## src/rtl/seg_pkg.sv

```systemverilog
// Shared constants for the scrolling seven-segment display: character codes,
// buffer depth and active-low {g,f,e,d,c,b,a} glyph patterns.
package seg_pkg;

    localparam int unsigned MSG_DEPTH = 16;
    localparam int unsigned CODE_W    = 5;
    localparam int unsigned SEG_W     = 7;

    localparam logic [CODE_W-1:0] CH_BLANK = 5'd16;
    localparam logic [CODE_W-1:0] CH_DASH  = 5'd17;

    localparam logic [SEG_W-1:0] GLYPH_BLANK = 7'b1111111;
    localparam logic [SEG_W-1:0] GLYPH_DASH  = 7'b0111111;

    // Hex glyphs, element 0 is the rightmost entry of the concatenation
    localparam logic [15:0][SEG_W-1:0] GLYPH_HEX = {
        7'h0E, 7'h06, 7'h21, 7'h46, 7'h03, 7'h08, 7'h10, 7'h00,
        7'h78, 7'h02, 7'h12, 7'h19, 7'h30, 7'h24, 7'h79, 7'h40
    };

endpackage

```

## src/rtl/seg_glyph_decode.sv

```systemverilog
// Combinational character-code to active-low segment pattern mapping.
module seg_glyph_decode
    import seg_pkg::*;
(
    input  logic [CODE_W-1:0] code,
    output logic [SEG_W-1:0]  glyph_c
);

    // Codes 18..31 fall through to blank
    always_comb begin
        glyph_c = GLYPH_BLANK;
        if (code < 5'd16) begin
            glyph_c = GLYPH_HEX[code[3:0]];
        end else if (code == CH_DASH) begin
            glyph_c = GLYPH_DASH;
        end
    end

endmodule

```

## src/rtl/seg_scroll_display.sv

```systemverilog
// Four-digit multiplexed seven-segment driver with a 16-entry scrolling
// message buffer; scroll steps come from an external divider tick.
module seg_scroll_display #(
    parameter int unsigned REFRESH_DIV = 100000,
    parameter int unsigned MSG_DEPTH   = seg_pkg::MSG_DEPTH
) (
    input  logic       clk,
    input  logic       reset,
    input  logic       tick_in,
    input  logic       scroll_en,
    input  logic [4:0] msg_len,
    input  logic       wr_en,
    input  logic [3:0] wr_addr,
    input  logic [4:0] wr_data,
    output logic [3:0] an,
    output logic [6:0] seg,
    output logic       dp,
    output logic       wrap
);

    import seg_pkg::*;

    localparam int unsigned RCNT_W = $clog2(REFRESH_DIV);

    logic [CODE_W-1:0] msg_buf [MSG_DEPTH];
    logic [3:0]        pos;
    logic [1:0]        dsel;
    logic [RCNT_W-1:0] rcnt;

    logic [4:0]        len_eff_c;
    logic [3:0]        slot_idx_c;
    logic [CODE_W-1:0] code_c;
    logic [SEG_W-1:0]  glyph_c;
    logic              out_of_range_c;
    logic              step_c;
    logic              last_c;

    // Clamp the requested length into 4..16
    always_comb begin
        len_eff_c = msg_len;
        if (msg_len < 5'd4) begin
            len_eff_c = 5'd4;
        end else if (msg_len > 5'd16) begin
            len_eff_c = 5'd16;
        end
    end

    assign out_of_range_c = 5'(pos) >= len_eff_c;
    assign step_c         = tick_in & scroll_en;
    assign last_c         = 5'(pos) == (len_eff_c - 5'd1);

    // Slot k shows buf[(pos + 3 - k) mod len]; 5-bit sum avoids aliasing
    assign slot_idx_c = 4'((5'(pos) + 5'd3 - 5'(dsel)) % len_eff_c);
    assign code_c     = msg_buf[slot_idx_c];

    seg_glyph_decode u_glyph (
        .code    (code_c),
        .glyph_c (glyph_c)
    );

    assign dp = 1'b1;

    always_ff @(posedge clk) begin
        if (!reset) begin
            msg_buf <= '{default: CH_BLANK};
            pos     <= '0;
            dsel    <= '0;
            rcnt    <= '0;
            an      <= 4'b1111;
            seg     <= GLYPH_BLANK;
            wrap    <= 1'b0;
        end else begin
            if (wr_en) begin
                msg_buf[wr_addr] <= wr_data;
            end

            // Out-of-range correction outranks a tick and never pulses wrap
            wrap <= 1'b0;
            if (out_of_range_c) begin
                pos <= '0;
            end else if (step_c) begin
                if (last_c) begin
                    pos  <= '0;
                    wrap <= 1'b1;
                end else begin
                    pos <= pos + 4'd1;
                end
            end

            if (rcnt == RCNT_W'(REFRESH_DIV - 1)) begin
                rcnt <= '0;
                dsel <= dsel + 2'd1;
            end else begin
                rcnt <= rcnt + RCNT_W'(1);
            end

            an  <= ~(4'b0001 << dsel);
            seg <= glyph_c;
        end
    end

endmodule

```

## config.mk

```make
export PLATFORM = sky130hd
export DESIGN_NAME = seg_scroll_display
export DESIGN_NICKNAME = d
export VERILOG_FILES = /design/src/rtl/seg_pkg.sv /design/src/rtl/seg_glyph_decode.sv /design/src/rtl/seg_scroll_display.sv
export SDC_FILE = /design/constraint.sdc
export NUM_CORES = 1
export LEC_CHECK = 0
export BUFFER_PORTS_ARGS = -buffer_cell sky130_fd_sc_hd__buf_4
export CORE_MARGIN = 4
export CORE_UTILIZATION = 51
export DETAILED_ROUTE_END_ITERATION = 6
export GPL_ROUTABILITY_DRIVEN = 0
export HOLD_SLACK_MARGIN = 0.1
export PLACE_DENSITY = 0.75
export SYNTH_ARGS = -nofsm -noshare
export SYNTH_HDL_FRONTEND = slang
export SYNTH_SLANG_ARGS = --single-unit
```

## constraint.sdc

```tcl
create_clock -name clk -period 20.1 [get_ports clk]
set_clock_uncertainty 0.05 [all_clocks]
set_input_delay 2.01 -clock clk [delete_from_list [all_inputs] [get_ports clk]]
set_output_delay 2.01 -clock clk [all_outputs]
set_load 0.01 [all_outputs]
```

==> out/summary.json <==
{
  "cts-hold-fix-buffers": 0,
  "ff_latch_count_synth": 115,
  "r2r_slack_ns": 11.99,
  "fp.dieH_um": 120.1,
  "port_buffers": 30,
  "crit_path_start_kind": "input port",
  "timing.max_slew.rel_slack_pct": 33.60,
  "failed_checks": "DRC",
  "mappedNetlistNets": 792,
  "tritoncts": "yes",
  "hold_ws_ns": 0.4066,
  "core_sq_um": 12160,
  "cap_violations": 0,
  "status": "finished with violations",
  "final_hold_fails": 0,
  "timing.critical_path.arrival_ns": 8.99,
  "ys_async_rst_share_pct": 0,
  "layout_setup_ws_ns": 11.35,
  "critPathMaxFanout": 29,
  "synth_compound_area_share_pct": 11.55,
  "portion_of_netlist_area_occupied_by_mux_cells_pct": 16.28,
  "initial_antenna_violation_count": 0,
  "final_net_count": 807,
  "synth-edff-count": 0,
  "final_max_slew_viol_count": 0,
  "clock_tree.htree_level_count": 4,
  "synth_simple_gate_area_share_pct": 20.24,
  "floorplan.rows": 40,
  "cpMostUsedCell": "ha_1",
  "cts_inserted_buffers": 17,
  "synthesized_cell_area_sq_um": 6411,
  "globalRouteTotalUtil_pct": 21.94,
  "met3WireLength_um": 1052,
  "clkTransAtPathRegs_ns": 0.05,
  "globalRouteOverflowTotal": 0,
  "netlist-cell-type-count": 71,
  "antenna-diode-count": 0,
  "met2RoutedLength_um": 7196,
  "timing.setup.critical_path_class": "input port to flop",
  "critPathCaptureType": "flop",
  "wire_length_of_the_first_global_routing_pass_um": 25520,
  "post_cts_resize_count": 0,
  "root_buffer": "clkbuf_16",
  "drt_first_iter_violations": 474,
  "start_util_pct": 52.72,
  "powerDensity_nw_per_um2": 101.6,
  "total_routed_wirelength_um": 15470,
  "area_growth_pct": 13.52,
  "min_path_type": "flop to flop",
  "achievable-frequency_ghz": 0.1143,
  "drive_above_1_share_pct": 11.75,
  "pre_cts_ws_ns": 11.09,
  "leakagePower_uw": 0.002919,
  "yosys_most_used_dff": "dfxtp_1",
  "grt_pass1_vias": 5201,
  "synthXorXnorAreaFrac_pct": 3.962,
  "synthesis.instances": 738,
  "number_of_ports_placed_on_the_die_boundary": 32,
  "synthAdderAreaFrac_pct": 7.065,
  "worstSkewPairLatency_ns": 0.41,
  "cp.required_ns": 20.34,
  "route.vias.total": 5386,
  "finalCritPeriodShare_pct": 43.52,
  "drc_violations": 1,
  "critPathMaxStageDelay_ns": 0.51,
  "seq_area_frac_synth_pct": 35.91,
  "rsz0062_at_grt": "false",
  "fin_area_sq_um": 7278,
  "cts_max_path_buffers": 2,
  "synth_top_family_by_area": "simple AND/OR/NAND/NOR gates",
  "dr.max_layer_used": "met4",
  "worst-slew-pin-transition_ns": 0.9938,
  "post-cts-setup-buffers": 0,
  "route.detailed.wl_per_inst_um": 16.57,
  "route.antenna.remaining_nets": 0,
  "yosys_warnings": 0,
  "full_die_area_sq_um": 14430,
  "ir_worst_vdd_mv": 0.05591,
  "setup_violations": 0,
  "avgSynthCellArea_sq_um": 8.687,
  "met1_length_um": 6854,
  "first_pass_iteration_count_of_the_detailed_router": 7,
  "postPlaceCellArea_sq_um": 6691,
  "final.setup.tns_ns": 0,
  "detailed_placement_hpwl_um": 10800,
  "clock-sinks": 115,
  "grt_start_max_net_pins": 57,
  "die-width_um": 120.1,
  "crit_slowest_cell": "a211o_1",
  "via_per_inst": 5.767,
  "post-route-min-period_ns": 8.748
}
[critical path: cells and delay by family]
kind,cells,cell delay (ns)
mux,4,1.01
compound gates,8,2.01
buf+inv,3,0.73
simple gates,7,1.85
fa+ha+maj,4,1.36
[Yosys cell counts, types with 2 or more instances]
cell,count,area [sq um]
buf_1,2,7.510
o21ai_0,26,130.1
a22oi_1,2,15.01
xnor2_1,11,96.34
a211oi_1,2,15.01
a21o_1,3,22.52
inv_1,34,127.6
and3_1,5,31.28
ha_1,33,412.9
or3_1,3,18.77
nand3_1,28,140.1
mux2_2,6,67.56
xor2_1,18,157.7
nor4_1,2,12.51
a21oi_1,22,110.1
nand4_1,17,106.4
fa_1,2,40.04
and2_1,3,18.77
nand3b_1,3,22.52
nor3_1,8,40.04
buf_2,7,35.03
or2_2,4,25.02
nor2b_1,5,31.28
nor2_1,114,427.9
nor4b_1,2,17.52
o221ai_1,9,78.83
o2111ai_1,7,61.31
clkbuf_1,24,90.09
a32oi_1,2,17.52
o21a_1,4,30.03
nor3b_1,2,15.01
nand2_1,61,229.0
buf_6,4,45.04
nand2b_1,12,75.07
mux2i_1,96,960.9
o211ai_1,6,45.04
dfxtp_1,115,2302
[metal layers]
metal	global-route usage, %	up-vias
met3	4.665	39
met5	0	-
met4	9.019	0
met2	35.79	196
met1	28.15	2543
li1	-	2608
[per-stage QoR]
| stage | cells | utilization (%) | power, uW |
|---|---|---|---|
| after floorplan | 738 | - | 400.3 |
| after global placement | 902 | 55.02 | 436.6 |
| after detailed placement | 902 | 55.02 | 442.1 |
| after CTS | 934 | 59.85 | 736.3 |
| after global routing | 934 | 59.85 | 770.7 |
| final | 934 | 59.85 | 739.1 |
[final timing paths]
kind	from	endpoint	cells past startpoint
max	msg_len[4]	seg[6]	26
min	msg_buf[78]	msg_buf[78]	2
max reg2reg	dsel[1]	seg[6]	28
min reg2reg	msg_buf[78]	msg_buf[78]	2
[cell usage in the layout (no fill, tap or decap), types with 6 or more instances in the layout]
cell and n:
a21oi_1 22, buf_4 34, clkbuf_16 17, dfxtp_1 115, ha_1 33, inv_1 34
mux2_2 6, mux2i_1 96, nand2_1 61, nand2b_1 12, nand3_1 28, nand4_1 17
nor2_1 114, nor3_1 8, o2111ai_1 7, o211ai_1 6, o21ai_0 26, o221ai_1 9
xnor2_1 11, xor2_1 18
[layout make-up]
| cell class | instances | area [sq um] |
|---|---|---|
| Clock inverter | 12 | 130.1 |
| Sequential cell | 115 | 2302 |
| Inverter | 35 | 131.4 |
| Fill cell | 1054 | 4883 |
| Clock buffer | 20 | 456.7 |
| Tap cell | 168 | 210.2 |
| Timing Repair Buffer | 34 | 255.2 |
| Multi-Input combinational cell | 550 | 3792 |
[cell families after synthesis]
| family | after synthesis |
|---|---|
| multiplexers | 103 |
| adder cells (fa/ha/maj) | 35 |
| flip-flops | 115 |
| other | 1 |
| AND/OR/NAND/NOR | 278 |
| XOR/XNOR | 29 |
| buffers and inverters | 73 |
| AO/OA/AOI/OAI | 104 |
[flip-flops by register name, summed over array words and instances (netlist names)]
name	cells
dsel	2
pos	4
wrap	1
an	4
seg	7
rcnt	17
msg_buf	80
[power by group]
group | internal, uW | switching, uW
combinational | 79.3 | 126
clock | 188 | 107
sequential | 236 | 3.02
Note: power is estimated with default switching activity, not from simulation.
